### src/rtl/pc_unit.sv
// Program-counter unit: fetch PC with valid/ready handshake, trap/redirect/return
// arbitration, misaligned-target detection and a circular return-address stack.
module pc_unit #(
  parameter int unsigned     XLEN         = 32,
  parameter logic [XLEN-1:0] RESET_VECTOR = '0,
  parameter logic [XLEN-1:0] TRAP_VECTOR  = XLEN'(32'h0000_0100),
  parameter int unsigned     IALIGN       = 4,
  parameter int unsigned     RAS_DEPTH    = 4
) (
  input  logic            clock,
  input  logic            reset,
  input  logic            stall,
  input  logic            fetch_ready,
  output logic            fetch_valid,
  output logic [XLEN-1:0] pc,
  output logic [XLEN-1:0] pc_next_seq,
  input  logic            redirect_valid,
  input  logic [XLEN-1:0] redirect_target,
  input  logic            call_valid,
  input  logic [XLEN-1:0] link_addr,
  input  logic            ret_valid,
  input  logic            trap_valid,
  output logic            misaligned,
  output logic [XLEN-1:0] bad_addr,
  output logic            ras_empty,
  output logic            ras_full
);

  localparam int unsigned     PtrW      = $clog2(RAS_DEPTH);
  localparam int unsigned     CntW      = $clog2(RAS_DEPTH + 1);
  localparam logic [XLEN-1:0] AlignMask = XLEN'(IALIGN - 1);
  localparam logic [CntW-1:0] CntMax    = CntW'(RAS_DEPTH);

  logic [XLEN-1:0] pc_q, pc_d;
  logic            fetch_valid_q;
  logic            misaligned_q, misaligned_d;
  logic [XLEN-1:0] bad_addr_q, bad_addr_d;
  logic [XLEN-1:0] ras_q [RAS_DEPTH];
  logic [PtrW-1:0] top_q, top_d;
  logic [CntW-1:0] count_q, count_d;
  logic            push, pop, advance, target_ok;

  assign pc          = pc_q;
  assign fetch_valid = fetch_valid_q;
  assign misaligned  = misaligned_q;
  assign bad_addr    = bad_addr_q;
  assign ras_empty   = (count_q == '0);
  assign ras_full    = (count_q == CntMax);
  assign pc_next_seq = pc_q + XLEN'(IALIGN);
  assign advance     = fetch_valid_q & fetch_ready & ~stall;
  assign target_ok   = (redirect_target & AlignMask) == '0;

  // Flush sources (trap, redirect, return) take effect regardless of stall/fetch_ready.
  always_comb begin
    pc_d         = pc_q;
    misaligned_d = 1'b0;
    bad_addr_d   = bad_addr_q;
    push         = 1'b0;
    pop          = 1'b0;
    if (trap_valid) begin
      pc_d = TRAP_VECTOR;
    end else if (redirect_valid) begin
      if (target_ok) begin
        pc_d = redirect_target;
        push = call_valid;
      end else begin
        pc_d         = TRAP_VECTOR;
        misaligned_d = 1'b1;
        bad_addr_d   = redirect_target;
      end
    end else if (ret_valid && !ras_empty) begin
      pc_d = ras_q[top_q];
      pop  = 1'b1;
    end else if (advance) begin
      pc_d = pc_next_seq;
    end
  end

  // A push into a full stack overwrites the oldest entry; count saturates.
  always_comb begin
    top_d   = top_q;
    count_d = count_q;
    if (push) begin
      top_d = top_q + PtrW'(1);
      if (!ras_full) count_d = count_q + CntW'(1);
    end else if (pop) begin
      top_d   = top_q - PtrW'(1);
      count_d = count_q - CntW'(1);
    end
  end

  always_ff @(posedge clock or posedge reset) begin
    if (reset) begin
      pc_q          <= RESET_VECTOR;
      fetch_valid_q <= 1'b0;
      misaligned_q  <= 1'b0;
      bad_addr_q    <= '0;
      top_q         <= '0;
      count_q       <= '0;
    end else begin
      pc_q          <= pc_d;
      fetch_valid_q <= 1'b1;
      misaligned_q  <= misaligned_d;
      bad_addr_q    <= bad_addr_d;
      top_q         <= top_d;
      count_q       <= count_d;
    end
  end

  // Stack contents survive reset; only the count/pointer are cleared.
  always_ff @(posedge clock) begin
    if (push) ras_q[top_d] <= link_addr;
  end

endmodule

### config.mk
export PLATFORM = sky130hd
export DESIGN_NAME = pc_unit
export DESIGN_NICKNAME = d
export VERILOG_FILES = /design/src/rtl/pc_unit.sv
export SDC_FILE = /design/constraint.sdc
export NUM_CORES = 1
export LEC_CHECK = 0
export ABC_AREA = 1
export BUFFER_PORTS_ARGS = -buffer_cell sky130_fd_sc_hd__buf_2
export CAP_MARGIN = 40
export CORE_ASPECT_RATIO = 1.2
export CORE_MARGIN = 8
export CORE_UTILIZATION = 56
export CTS_BUF_LIST = sky130_fd_sc_hd__clkbuf_16
export DETAILED_ROUTE_END_ITERATION = 12
export GPL_TIMING_DRIVEN = 0
export HOLD_SLACK_MARGIN = 0.1
export MAX_ROUTING_LAYER = met4
export PLACE_DENSITY = 0.91
export SLEW_MARGIN = 20
export SYNTH_ARGS = -nofsm -noshare
export SYNTH_HDL_FRONTEND = slang
export SYNTH_SLANG_ARGS = --single-unit
### constraint.sdc
create_clock -name clock -period 3.15 [get_ports clock]
set_input_delay 0.4725 -clock clock [delete_from_list [all_inputs] [get_ports clock]]
set_output_delay 0.4725 -clock clock [all_outputs]
set_load 0.01 [all_outputs]
# Word level (Yosys, flattened, before mapping)
# Memory sizes are Yosys's and may differ from the RTL's.
# Cells that the tools add are included.
[word_totals] ff_bits=71 mem_bits_rw=128 inputBits=72 out_inout_bits=100 word_cells=48 mem_count=1
[mem_list] memory="ras_q" words=4 width=32 rd=1 rd_ports_with_merged_regs=0 write_ports=1 line="38" rtl="logic [XLEN-1:0] ras_q [RAS_DEPTH];"
[classes] n_addsub=5 eq_ne=2 mux=21 bitwise=5 n_reduce_logical=8
[op_table] operator="2-to-1 mux 32 bit" count=5
[op_table] operator="adder 32 x 3 -> 32 bit, second input constant" count=1
[op_table] operator="logical NOT 32 bit" count=1
[op_table] operator="2-to-1 mux 1 bit" count=11
[op_table] operator="2-to-1 mux 3 bit" count=3
[op_table] operator="2-to-1 mux 2 bit" count=2
[op_table] operator="nonzero test 4 bit" count=1
[op_table] operator="adder 3 x 1 -> 3 bit, second input constant" count=1
[op_table] operator="equality test 3 bit, second input constant" count=1
[op_table] operator="logical NOT 3 bit" count=1
[op_table] operator="NOT 1 bit" count=3
[op_table] operator="AND reduction 3 bit" count=1
[op_table] operator="subtractor 3 x 1 -> 3 bit, second input constant" count=1
[op_table] operator="adder 2 x 1 -> 2 bit, second input constant" count=1
[op_table] operator="bitwise AND 1 bit" count=2
[op_table] operator="!= test 2 bit, second input constant" count=1
[op_table] operator="AND reduction 2 bit" count=1
[op_table] operator="nonzero test 2 bit" count=1
[op_table] operator="subtractor 2 x 1 -> 2 bit, second input constant" count=1
[op_table] operator="logical AND 1 bit" count=1
[op_table] operator="logical NOT 1 bit" count=1

# Longest topological paths before layout
[logic_depth] word_depth=8 ltp_mapped=12 ltp_nobuf=11

# Least setup slack after synthesis
# OpenSTA, ideal clock, no wires.
[synth_path] path_kind="input -> register" start="input redirect_target[0]" end="memory ras_q[0][0], enable pin" setup_time_ns=0.421 arrival_time_ns=2.229 t_required_ns=2.729 setup_slack_ns=0.500 stages=3 path_buffers=0 cell_sequence="nor2_4 -> nand4_4 -> nor2_1"
[synth_between] elab_chain_len=6
[synth_rtl] element="from (decl)" line="18" rtl="input logic [XLEN-1:0] redirect_target,"
[synth_rtl] element="logical NOT 32 bit *" line="51" rtl="assign target_ok = (redirect_target & AlignMask) == '0;"
[synth_rtl] element="2-to-1 mux 1 bit *" line="63" rtl="if (target_ok) begin"
[synth_rtl] element="2-to-1 mux 1 bit *" line="62" rtl="end else if (redirect_valid) begin"
[synth_rtl] element="2-to-1 mux 1 bit *" line="60" rtl="if (trap_valid) begin"
[synth_rtl] element="2-to-1 mux 1 bit" line="112" rtl="if (push) ras_q[top_d] <= link_addr;"
[synth_rtl] element="2-to-1 mux 1 bit (not written as such)" line="112"
[synth_rtl] element="to (decl)" line="38"
# Every way passes the cells marked *; elsewhere a longest branch is shown, timed or not.

# Worst setup path after layout
[layout_path] start="register pc_q[2] (netlist: pc[2])" end="output pc_next_seq[20]"
[layout_between] elab_chain_len=1
[layout_rtl] element="from (decl)" line="34" rtl="logic [XLEN-1:0] pc_q, pc_d;"
[layout_rtl] element="from (signal assigned)" line="101" rtl="pc_q <= pc_d;"
[layout_rtl] element="adder 32 x 3 -> 32 bit" line="49" rtl="assign pc_next_seq = pc_q + XLEN'(IALIGN);"
[layout_rtl] element="to (decl)" line="16" rtl="output logic [XLEN-1:0] pc_next_seq,"
# No other way between the ends.

==> impl_metrics.yaml <==
drt:
  drc: 0
  drt_iter0_markers: 768
  via_per_inst: 5.37
  drt_wl_total_mm: 25.5
  first_pass_iters: 6
  num_vias: 7757
  wl_per_cell_um: 17.7
  antenna_left: 0
sta:
  whs_ns: 0.256
  min_period_ns: 2.72
  slew_viol_final: 0
  worst_pin_slew_ns: 0.659
  timing.fmax_ghz: 0.368
  hold_violations: 0
  skew_ns: 0.0126
  finalCritPeriodShare: 0.863
  rsz0062_at_grt: "false"
  slew_headroom: 0.561
  setup_viol: 0
clock_tree:
  cts_tree: "built"
  clk_pin_slew_ns: 0.08
  clock_latency_ns: 0.43
  cts_max_level: 4
  cts.sinks: 199
  cts_setup_buffers: 0
  cts_resized: 0
  cts_buffer_depth: 2
  cts-buffers-inserted: 17
  clockRootBuffer: "clkbuf_16"
setup_path:
  crit_start: "pc[2]"
  critPathMaxFanout: 5
  worst_ep_arrival_time_ns: 2.25
  start_kind: "register"
  slowest_stage: "dfrtp_1"
  r2r-end: "ras_q[2][19]"
  worst-path-buf-inv: 1
  path_cells: "ha_1 > nand2_1 > nor2_2 > nand3_1 > nor2_1 > nand2_1 > and2_1 > buf_2"
  crit_path_frequent_cell: "nand2_1"
  r2r_slack_ns: 1.11
  critPathKind: "register to output port"
  cp.required_ns: 2.68
  timing.rr.start: "top_q[1]"
  cp_top_family: "simple AND/OR/NAND/NOR gates"
  slowest_delay_ns: 0.45
  endpoint_kind: "output port"
  reg2reg_depth: 5
logic_synthesis:
  synthesis.area_um2: 9310
  synth_most_common_cell: "nand2_1"
  synthMuxAreaShare: 0
  synth-adder-area-share: 0.00349
  seq_area_frac_synth: 0.604
  avgSynthCellArea_um2: 9.15
  synth_top_area_frac: 0.413
  synthFlopType: "edfxtp_1"
  synthCells: 1017
  synthSimpleGateAreaFrac: 0.251
  synth-xor-area-share: 0.0122
  netlist_top_cells_area: "edfxtp_1 41%, dfrtp_1 19%, nand2_1 12%"
  synth_top_family_by_area: "simple AND/OR/NAND/NOR gates"
  synth-edff-count: 128
  ys_types: 37
  ys.warnings.count: 0
  netlist.top_cell.by_area: "edfxtp_1"
  synth-compound-area-share: 0.0612
  synth-seq-cells: 199
  ys_async_sr_fraction: 0.357
  synth_nets: 1091
  synth_common_cells: "299 x nand2_1, 144 x nor2_1, 128 x edfxtp_1"
job:
  maxCapViolations: 0
grt:
  antenna_found_initial: 6
  grt_max_degree: 57
  grt_pass1_wl_mm: 39.4
  grt_util_all_layers: 0.247
  grt_pass1_vias: 7695
  overflow: 0
finish:
  drive_gt1_frac: 0.219
  syn_to_final_growth_pct: 20.5
  fin_nets: 1287
  final_cell_area_um2: 11200
placed_design:
  io_buffers: 171
  postPlaceCellArea_um2: 10600
  dpl.hpwl_mm: 19.2
  gp_congestion: 1.01
power_and_ir_drop:
  p_total_mw: 7.38
  powerDensity_nw_per_um2: 658
  peakVddDrop_mv: 0.415
  leakage_nw: 5.19
min_path:
  min_to: "ras_q[3][6]"
  holdCritPathClass: "primary input to register"
  hold_depth: 1
  min-delay-start: "link_addr[6]"
floorplan:
  die_h_um: 157
  num_rows: 51
  core_area_um2: 16300
  start_util: 0.572
  boundaryPins: 172
  die_w_um: 134
  dieArea_um2: 21000
outcome:
  outcome: "completed"
cells in the final DEF, fill, tap and decap left out, types with 2 or more instances in the layout:
cell,instances
a21oi_1,29
a22oi_1,4
and2_1,15
buf_16,4
buf_2,185
buf_4,9
buf_6,3
clkbuf_1,7
clkbuf_16,17
clkinv_4,4
clkinv_8,2
dfrtp_1,71
diode_2,6
edfxtp_1,128
inv_1,106
inv_2,7
inv_6,2
inv_8,5
nand2_1,299
nand2_2,6
nand3_1,64
nand3_2,2
nand3b_1,6
nand4_1,5
nor2_1,140
nor2_2,9
nor2_4,7
o21a_1,4
o21ai_0,10
o21ai_1,23
o21bai_1,8
o22ai_1,17
xnor2_1,4
xor2_1,9
layout make-up:
class	instances	area [um2]
antenna	6	15.0
buffer	34	201
clock buffer	17	425
clock inverter	15	175
fill	1161	5050
inverter	114	430
multi-input combinational	670	3090
sequential	199	5620
tap	212	265
timing repair buffer	177	996
sequential cells by signal (all words and copies together) (netlist names):
name and cells:
ras_q 128, bad_addr 32, pc 32, count_q 3, top_q 2, fetch_valid 1, misaligned 1
cells by family (layout without fill, tap and decap cells):
logic type,count (synthesis),count (layout)
simple gates,556,556
buf+inv,148,357
xor+xnor,13,13
flops,199,199
other cells,1,7
fa+ha+maj,2,2
compound gates,98,98
layer usage:
| layer | global-route usage | wire, um |
|---|---|---|
| met1 | 0.266 | 9490 |
| met2 | 0.419 | 12700 |
| met4 | 0.134 | 1250 |
| met3 | 0.0590 | 2080 |
| met5 | - | 0 |
how the worst max path moves through the flow:
stage          slack [ns]  cells after the start              end
2_1_floorplan        0.50                      3      ras_q[0][0]
3_3_place_gp        -0.61                      4     ras_q[0][26]
3_5_place_dp         0.90                      8  pc_next_seq[26]
4_1_cts              0.45                      9  pc_next_seq[28]
5_1_grt              0.34                      9  pc_next_seq[28]
6_report             0.43                      8  pc_next_seq[20]
worst reg2reg max path, stage by stage (launching register included):
cell and delay (ns):
dfrtp_1 0.46, inv_1 0.15, nand2_2 0.17, buf_4 0.24, nor2_4 0.48, buf_16 0.24
per-stage QoR:
stage	worst slack, ns	setup TNS, ns	utilization	std cells
global placement	-0.608	-73.96	0.641	1400
global route	0.336	0	0.689	1444
finish	0.432	0	0.689	1444
detailed placement	0.902	0	0.651	1405
CTS	0.453	0	0.689	1438
floorplan	0.500	0	-	1017
where the power goes:
group          leakage, nW  switching [mW]  internal (mW)
registers             2.05           0.165           2.95
logic                 2.84            1.36          0.698
clock network        0.295            1.06           1.14
what timing repair did:
action,4_1_cts,5_1_grt
setup endpoints to repair,0,0
endpoints found under the hold margin,15,0
hold buffers,1,0
No activity file was read; power rests on OpenSTA's default activity.
